File: src/rtl/regop_scheduler.sv
// Round-robin scheduler sharing one register-file datapath between requesters A and B.
// Optional per-requester accept counters (ops_a/ops_b) when REGOP_SCHED_STATS_EN is defined.
module regop_scheduler #(
  parameter int EXEC_LAT = 1
) (
  input  logic        clk,
  input  logic        rst,
  input  logic        req_a_valid,
  input  logic [15:0] req_a_op,
  output logic        req_a_ready,
  input  logic        req_b_valid,
  input  logic [15:0] req_b_op,
  output logic        req_b_ready,
  output logic        dp_en,
  output logic [3:0]  dp_mode,
  output logic [3:0]  dp_rx,
  output logic [3:0]  dp_ry,
  output logic [3:0]  dp_rz,
  input  logic        dp_cy,
  output logic        resp_valid,
  output logic        resp_id,
  output logic        resp_cy,
  output logic        resp_err,
  input  logic        resp_ready,
  output logic        busy
`ifdef REGOP_SCHED_STATS_EN
  ,
  output logic [15:0] ops_a,
  output logic [15:0] ops_b
`endif
);

  localparam logic [1:0] S_IDLE  = 2'd0;
  localparam logic [1:0] S_ISSUE = 2'd1;
  localparam logic [1:0] S_WAIT  = 2'd2;
  localparam logic [1:0] S_RESP  = 2'd3;

  localparam logic [3:0] MODE_ADD = 4'b0001;
  localparam logic [3:0] MODE_AND = 4'b0010;

  logic [1:0]  state;
  logic        last;      // id served most recently; 1 = B
  logic [15:0] op_q;
  logic        id_q;
  logic        err_q;
  logic        cy_q;
  logic [3:0]  cnt;

  logic        grant_a;
  logic        grant_b;
  logic        accept;
  logic        acc_id;
  logic [15:0] acc_op;
  logic        acc_legal;

  // NOTE: every always_comb output gets a default first so no path leaves it unassigned (no latch).
  always_comb begin
    grant_a = 1'b0;
    grant_b = 1'b0;
    if (req_a_valid && req_b_valid) begin
      grant_a = last;
      grant_b = ~last;
    end else begin
      grant_a = req_a_valid;
      grant_b = req_b_valid;
    end
  end

  assign req_a_ready = ~rst & (state == S_IDLE) & grant_a;
  assign req_b_ready = ~rst & (state == S_IDLE) & grant_b;

  assign accept    = req_a_ready | req_b_ready;
  assign acc_id    = req_b_ready;
  assign acc_op    = req_b_ready ? req_b_op : req_a_op;
  assign acc_legal = (acc_op[15:12] == MODE_ADD) || (acc_op[15:12] == MODE_AND);

  // NOTE: state registers use non-blocking assignments so every flop samples pre-edge values.
  always_ff @(posedge clk or posedge rst) begin
    if (rst) begin
      state <= S_IDLE;
      last  <= 1'b1;
      op_q  <= '0;
      id_q  <= 1'b0;
      err_q <= 1'b0;
      cy_q  <= 1'b0;
      cnt   <= '0;
    end else begin
      case (state)
        S_IDLE: begin
          if (accept) begin
            op_q <= acc_op;
            id_q <= acc_id;
            last <= acc_id;
            cy_q <= 1'b0;
            if (acc_legal) begin
              err_q <= 1'b0;
              state <= S_ISSUE;
            end else begin
              // Illegal ops skip the datapath but spend one WAIT cycle, so the
              // response still appears one edge after the accept edge.
              err_q <= 1'b1;
              cnt   <= '0;
              state <= S_WAIT;
            end
          end
        end
        S_ISSUE: begin
          cnt   <= 4'(EXEC_LAT - 1);
          state <= S_WAIT;
        end
        S_WAIT: begin
          if (cnt == 4'd0) begin
            cy_q  <= err_q ? 1'b0 : dp_cy;
            state <= S_RESP;
          end else begin
            cnt <= cnt - 4'd1;
          end
        end
        S_RESP: begin
          if (resp_ready) state <= S_IDLE;
        end
        default: state <= S_IDLE;
      endcase
    end
  end

  // Datapath lines are decoded from state so they read as hold/zero outside ISSUE.
  assign dp_en   = (state == S_ISSUE);
  assign dp_mode = dp_en ? op_q[15:12] : 4'd0;
  assign dp_rx   = dp_en ? op_q[11:8]  : 4'd0;
  assign dp_ry   = dp_en ? op_q[7:4]   : 4'd0;
  assign dp_rz   = dp_en ? op_q[3:0]   : 4'd0;

  assign resp_valid = (state == S_RESP);
  assign resp_id    = resp_valid & id_q;
  assign resp_cy    = resp_valid & cy_q;
  assign resp_err   = resp_valid & err_q;
  assign busy       = (state != S_IDLE);

`ifdef REGOP_SCHED_STATS_EN
  always_ff @(posedge clk or posedge rst) begin
    if (rst) begin
      ops_a <= '0;
      ops_b <= '0;
    end else begin
      if (req_a_ready) ops_a <= ops_a + 16'd1;
      if (req_b_ready) ops_b <= ops_b + 16'd1;
    end
  end
`endif

endmodule

File: config.mk
export PLATFORM = sky130hd
export DESIGN_NAME = regop_scheduler
export DESIGN_NICKNAME = d
export VERILOG_FILES = /design/src/rtl/regop_scheduler.sv
export SDC_FILE = /design/constraint.sdc
export NUM_CORES = 1
export LEC_CHECK = 0
export CAP_MARGIN = 20
export CORE_MARGIN = 2
export CORE_UTILIZATION = 47
export DETAILED_ROUTE_END_ITERATION = 8
export PLACE_DENSITY_LB_ADDON = 0.08
export SLEW_MARGIN = 40
export SYNTH_ARGS = -nofsm -noshare
export SYNTH_HDL_FRONTEND = slang
export SYNTH_SLANG_ARGS = --single-unit
File: constraint.sdc
create_clock -name clk -period 3.6 [get_ports clk]
set_input_delay 0.54 -clock clk [delete_from_list [all_inputs] [get_ports clk]]
set_output_delay 0.54 -clock clk [all_outputs]
set_load 0.03 [all_outputs]
==> flow_summary.json <==
{
  "worst_slew_pin_slew_ns": 0.567,
  "grt_pass1_wl_um": 5620,
  "power_density_nw_per_um2": 702,
  "min_path_type": "register to register",
  "leakagePower_nw": 0.996,
  "p_int_uw": 887,
  "end_kind": "primary output",
  "slew_headroom": 0.622,
  "slowest_stage": "clkdlybuf4s50_1",
  "worstPathArrival_ns": 2.58,
  "yosysTopAreaCell": "dfrtp_1",
  "synth-simple-area-share": 0.263,
  "tns_ns": 0,
  "cts_tree": "yes",
  "clkLatencyLatePin_ns": 0.31,
  "grt.overflow.total": 0,
  "synth-xor-area-share": 0.0111,
  "ctsHoldBuffers": 0,
  "synthTopCellsByArea": "dfrtp_1, nand2_1, and2_1",
  "synth_top_cell_area_share": 0.396,
  "cp.required_ns": 3.06,
  "antenna_cells": 0,
  "path_class": "register to primary output",
  "synthMuxAreaShare": 0.0443,
  "finalClockSkew_ns": 0.00101,
  "seq_power_share": 0.324,
  "synth_common_cells": "nand2_1, dfrtp_1, and2_1",
  "route.vias.total": 1411,
  "cts.sink_count": 26,
  "critPathMaxStageDelay_ns": 0.71,
  "clk_pin_slew_worst_paths_ns": 0.14,
  "worst_r2r_path_depth": 7,
  "path_cells": "inv_1, ha_1, and3b_1, nand2_2, inv_2, clkdlybuf4s50_1",
  "nets": 281,
  "synthDistinctLibCells": 43,
  "drv_slew": 0,
  "post_dp_cell_area_um2": 2210,
  "synthCells": 179,
  "htree_levels": 1,
  "syn-num-nets": 223,
  "busiest_layer": "met2",
  "ys_seq_area_frac": 0.412,
  "min_period_ns": 3.12,
  "ys_seq_elements": 26,
  "rsz0062_at_grt": "false",
  "grt_max_degree": 27,
  "synthFlopType": "dfrtp_1",
  "die-area_um2": 3850,
  "yosysWarnings": 0,
  "drc": 0,
  "status": "finished clean",
  "syn_area_per_cell_um2": 8.84,
  "drive_gt1_frac": 0.0593,
  "synth.most_common_cell": "nand2_1",
  "synth_edf_count": 0,
  "initial_core_util": 0.482,
  "initialDrtViolationCount": 72,
  "root_buffer": "clkbuf_4",
  "fin_crit_sh": 0.866,
  "min_delay_path_depth": 2,
  "io_buffers": 61,
  "gp_congestion": 0.751,
  "cts_setup_buffers": 0,
  "synth_top_family_by_area": "simple AND/OR/NAND/NOR gates",
  "die_h_um": 62.0,
  "clockBufferDepth": 2,
  "grt_usage": 0.194,
  "antenna_found_initial": 0,
  "vdd_drop_max_v": 0.000405,
  "n_fill_cell": 264,
  "clock.fmax_ghz": 0.321,
  "combinationalPowerShare": 0.594,
  "die_w_um": 62.0,
  "path_max_fanout": 13,
  "cts-buffers-inserted": 3,
  "ctsResizeCount": 0,
  "start_kind": "register",
  "wl_per_cell_um": 13.4,
  "switching_share": 0.434,
  "dr.pass1.iters": 4,
  "num_io_pins": 62,
  "async_reset_ff_frac": 1.00,
  "synth_compound_area_frac": 0.164,
  "met1_usage": 0.244,
  "area_growth_pct": 41.2,
  "hold_viol": 0,
  "grt_use_met3": 0.0290,
  "core_area_um2": 3280,
  "std_cell_rows": 21,
  "place_hpwl_um": 2890,
  "p_clk_frac": 0.082,
  "grt_util_met2": 0.354,
  "ant_nets": 0,
  "routed_wl_um": 3780,
  "design_area_um2": 2230,
  "via_per_inst": 5.00,
  "grt_pass1_vias": 1257,
  "syn_area_um2": 1580,
  "power_switching_uw": 681,
  "setup_viol": 0,
  "max-cap-violations": 0,
  "synth_fa_ha_area_frac": 0.0475
}
power groups by stage:
stage / Clock, mW / Sequential [mW] / Combinational (mW)
5_1_grt: 0.146 / 0.526 / 1.02
4_1_cts: 0.133 / 0.508 / 0.938
2_1_floorplan: 0 / 0.492 / 0.667
6_report: 0.129 / 0.508 / 0.931
3_5_place_dp: 0 / 0.515 / 0.936
3_3_place_gp: 0 / 0.503 / 0.900
cell type report:
| type | count | area, um2 | area share |
|---|---|---|---|
| Tap cell | 46 | 57.6 | 0.0258 |
| Clock buffer | 4 | 26.3 | 0.0118 |
| Inverter | 11 | 41.3 | 0.0185 |
| Sequential cell | 26 | 652 | 0.292 |
| Timing Repair Buffer | 62 | 618 | 0.277 |
| Multi-Input combinational cell | 133 | 838 | 0.375 |
state kept, by name, indices dropped and copies added, names as in the netlist:
name and flops:
last 1, id_q 1, state 2, cy_q 1
err_q 1, cnt 4, op_q 16
path summary, 6_finish.rpt:
| kind | from | end | slack, ns |
|---|---|---|---|
| min | id_q$_DFFE_PP0P_ | id_q$_DFFE_PP0P_ | 0.49 |
| max reg2reg | state[0]$_DFFE_PP0P_ | state[0]$_DFFE_PP0P_ | 1.25 |
| max | state[0]$_DFFE_PP0P_ | req_b_ready | 0.48 |
| min reg2reg | id_q$_DFFE_PP0P_ | id_q$_DFFE_PP0P_ | 0.49 |
| min in group asynchronous | rst | op_q[15]$_DFFE_PP0P_ | 0.63 |
| max in group asynchronous | rst | last$_DFFE_PP1P_ | 2.61 |
layer usage:
metal | part of all wire | vias to the layer above
met1 | 0.43 | 655
li1 | - | 716
met2 | 0.52 | 38
met5 | 0 | -
met3 | 0.050 | 2
met4 | 0.0045 | 0
stage by stage:
stage | hold slack [ns] | total power [mW] | cells | setup WS, ns | utilization
5_1_grt | 0.518 | 1.69 | 282 | 0.334 | 0.680
3_5_place_dp | 0.461 | 1.45 | 278 | 0.745 | 0.672
2_1_floorplan | 0.439 | 1.16 | 179 | 1.57 | -
4_1_cts | 0.492 | 1.58 | 282 | 0.479 | 0.680
6_report | 0.491 | 1.57 | 282 | 0.482 | 0.680
3_3_place_gp | 0.455 | 1.40 | 278 | 0.779 | 0.672
critical path: cells and delay by family (launching register included):
family	cells	cell delay (ns)
DFF	1	0.43
adders and majority gates	1	0.43
buffers and inverters	3	1.03
and+or+nand+nor	2	0.36
cells by family after synthesis:
kind of cell	after synthesis
xor gates and xnor gates	2
adders and majority gates	6
buffers and inverters	20
and+or+nand+nor	84
AOI/OAI and AO/OA	34
muxes	7
DFF	26
cells in the final DEF, fill, tap and decap left out, drive strengths merged, types with 2 or more instances in the layout:
cell	count
o21a	2
nand2	37
clkbuf	4
a31oi	13
nor2	14
nand3	3
o21ai	5
a21oi	2
and2	19
a211o	2
ha	6
inv	11
dfrtp	25
mux2i	7
nand2b	4
o2bb2ai	2
clkdlybuf4s50	61
Power figures use the tool's default switching activity.
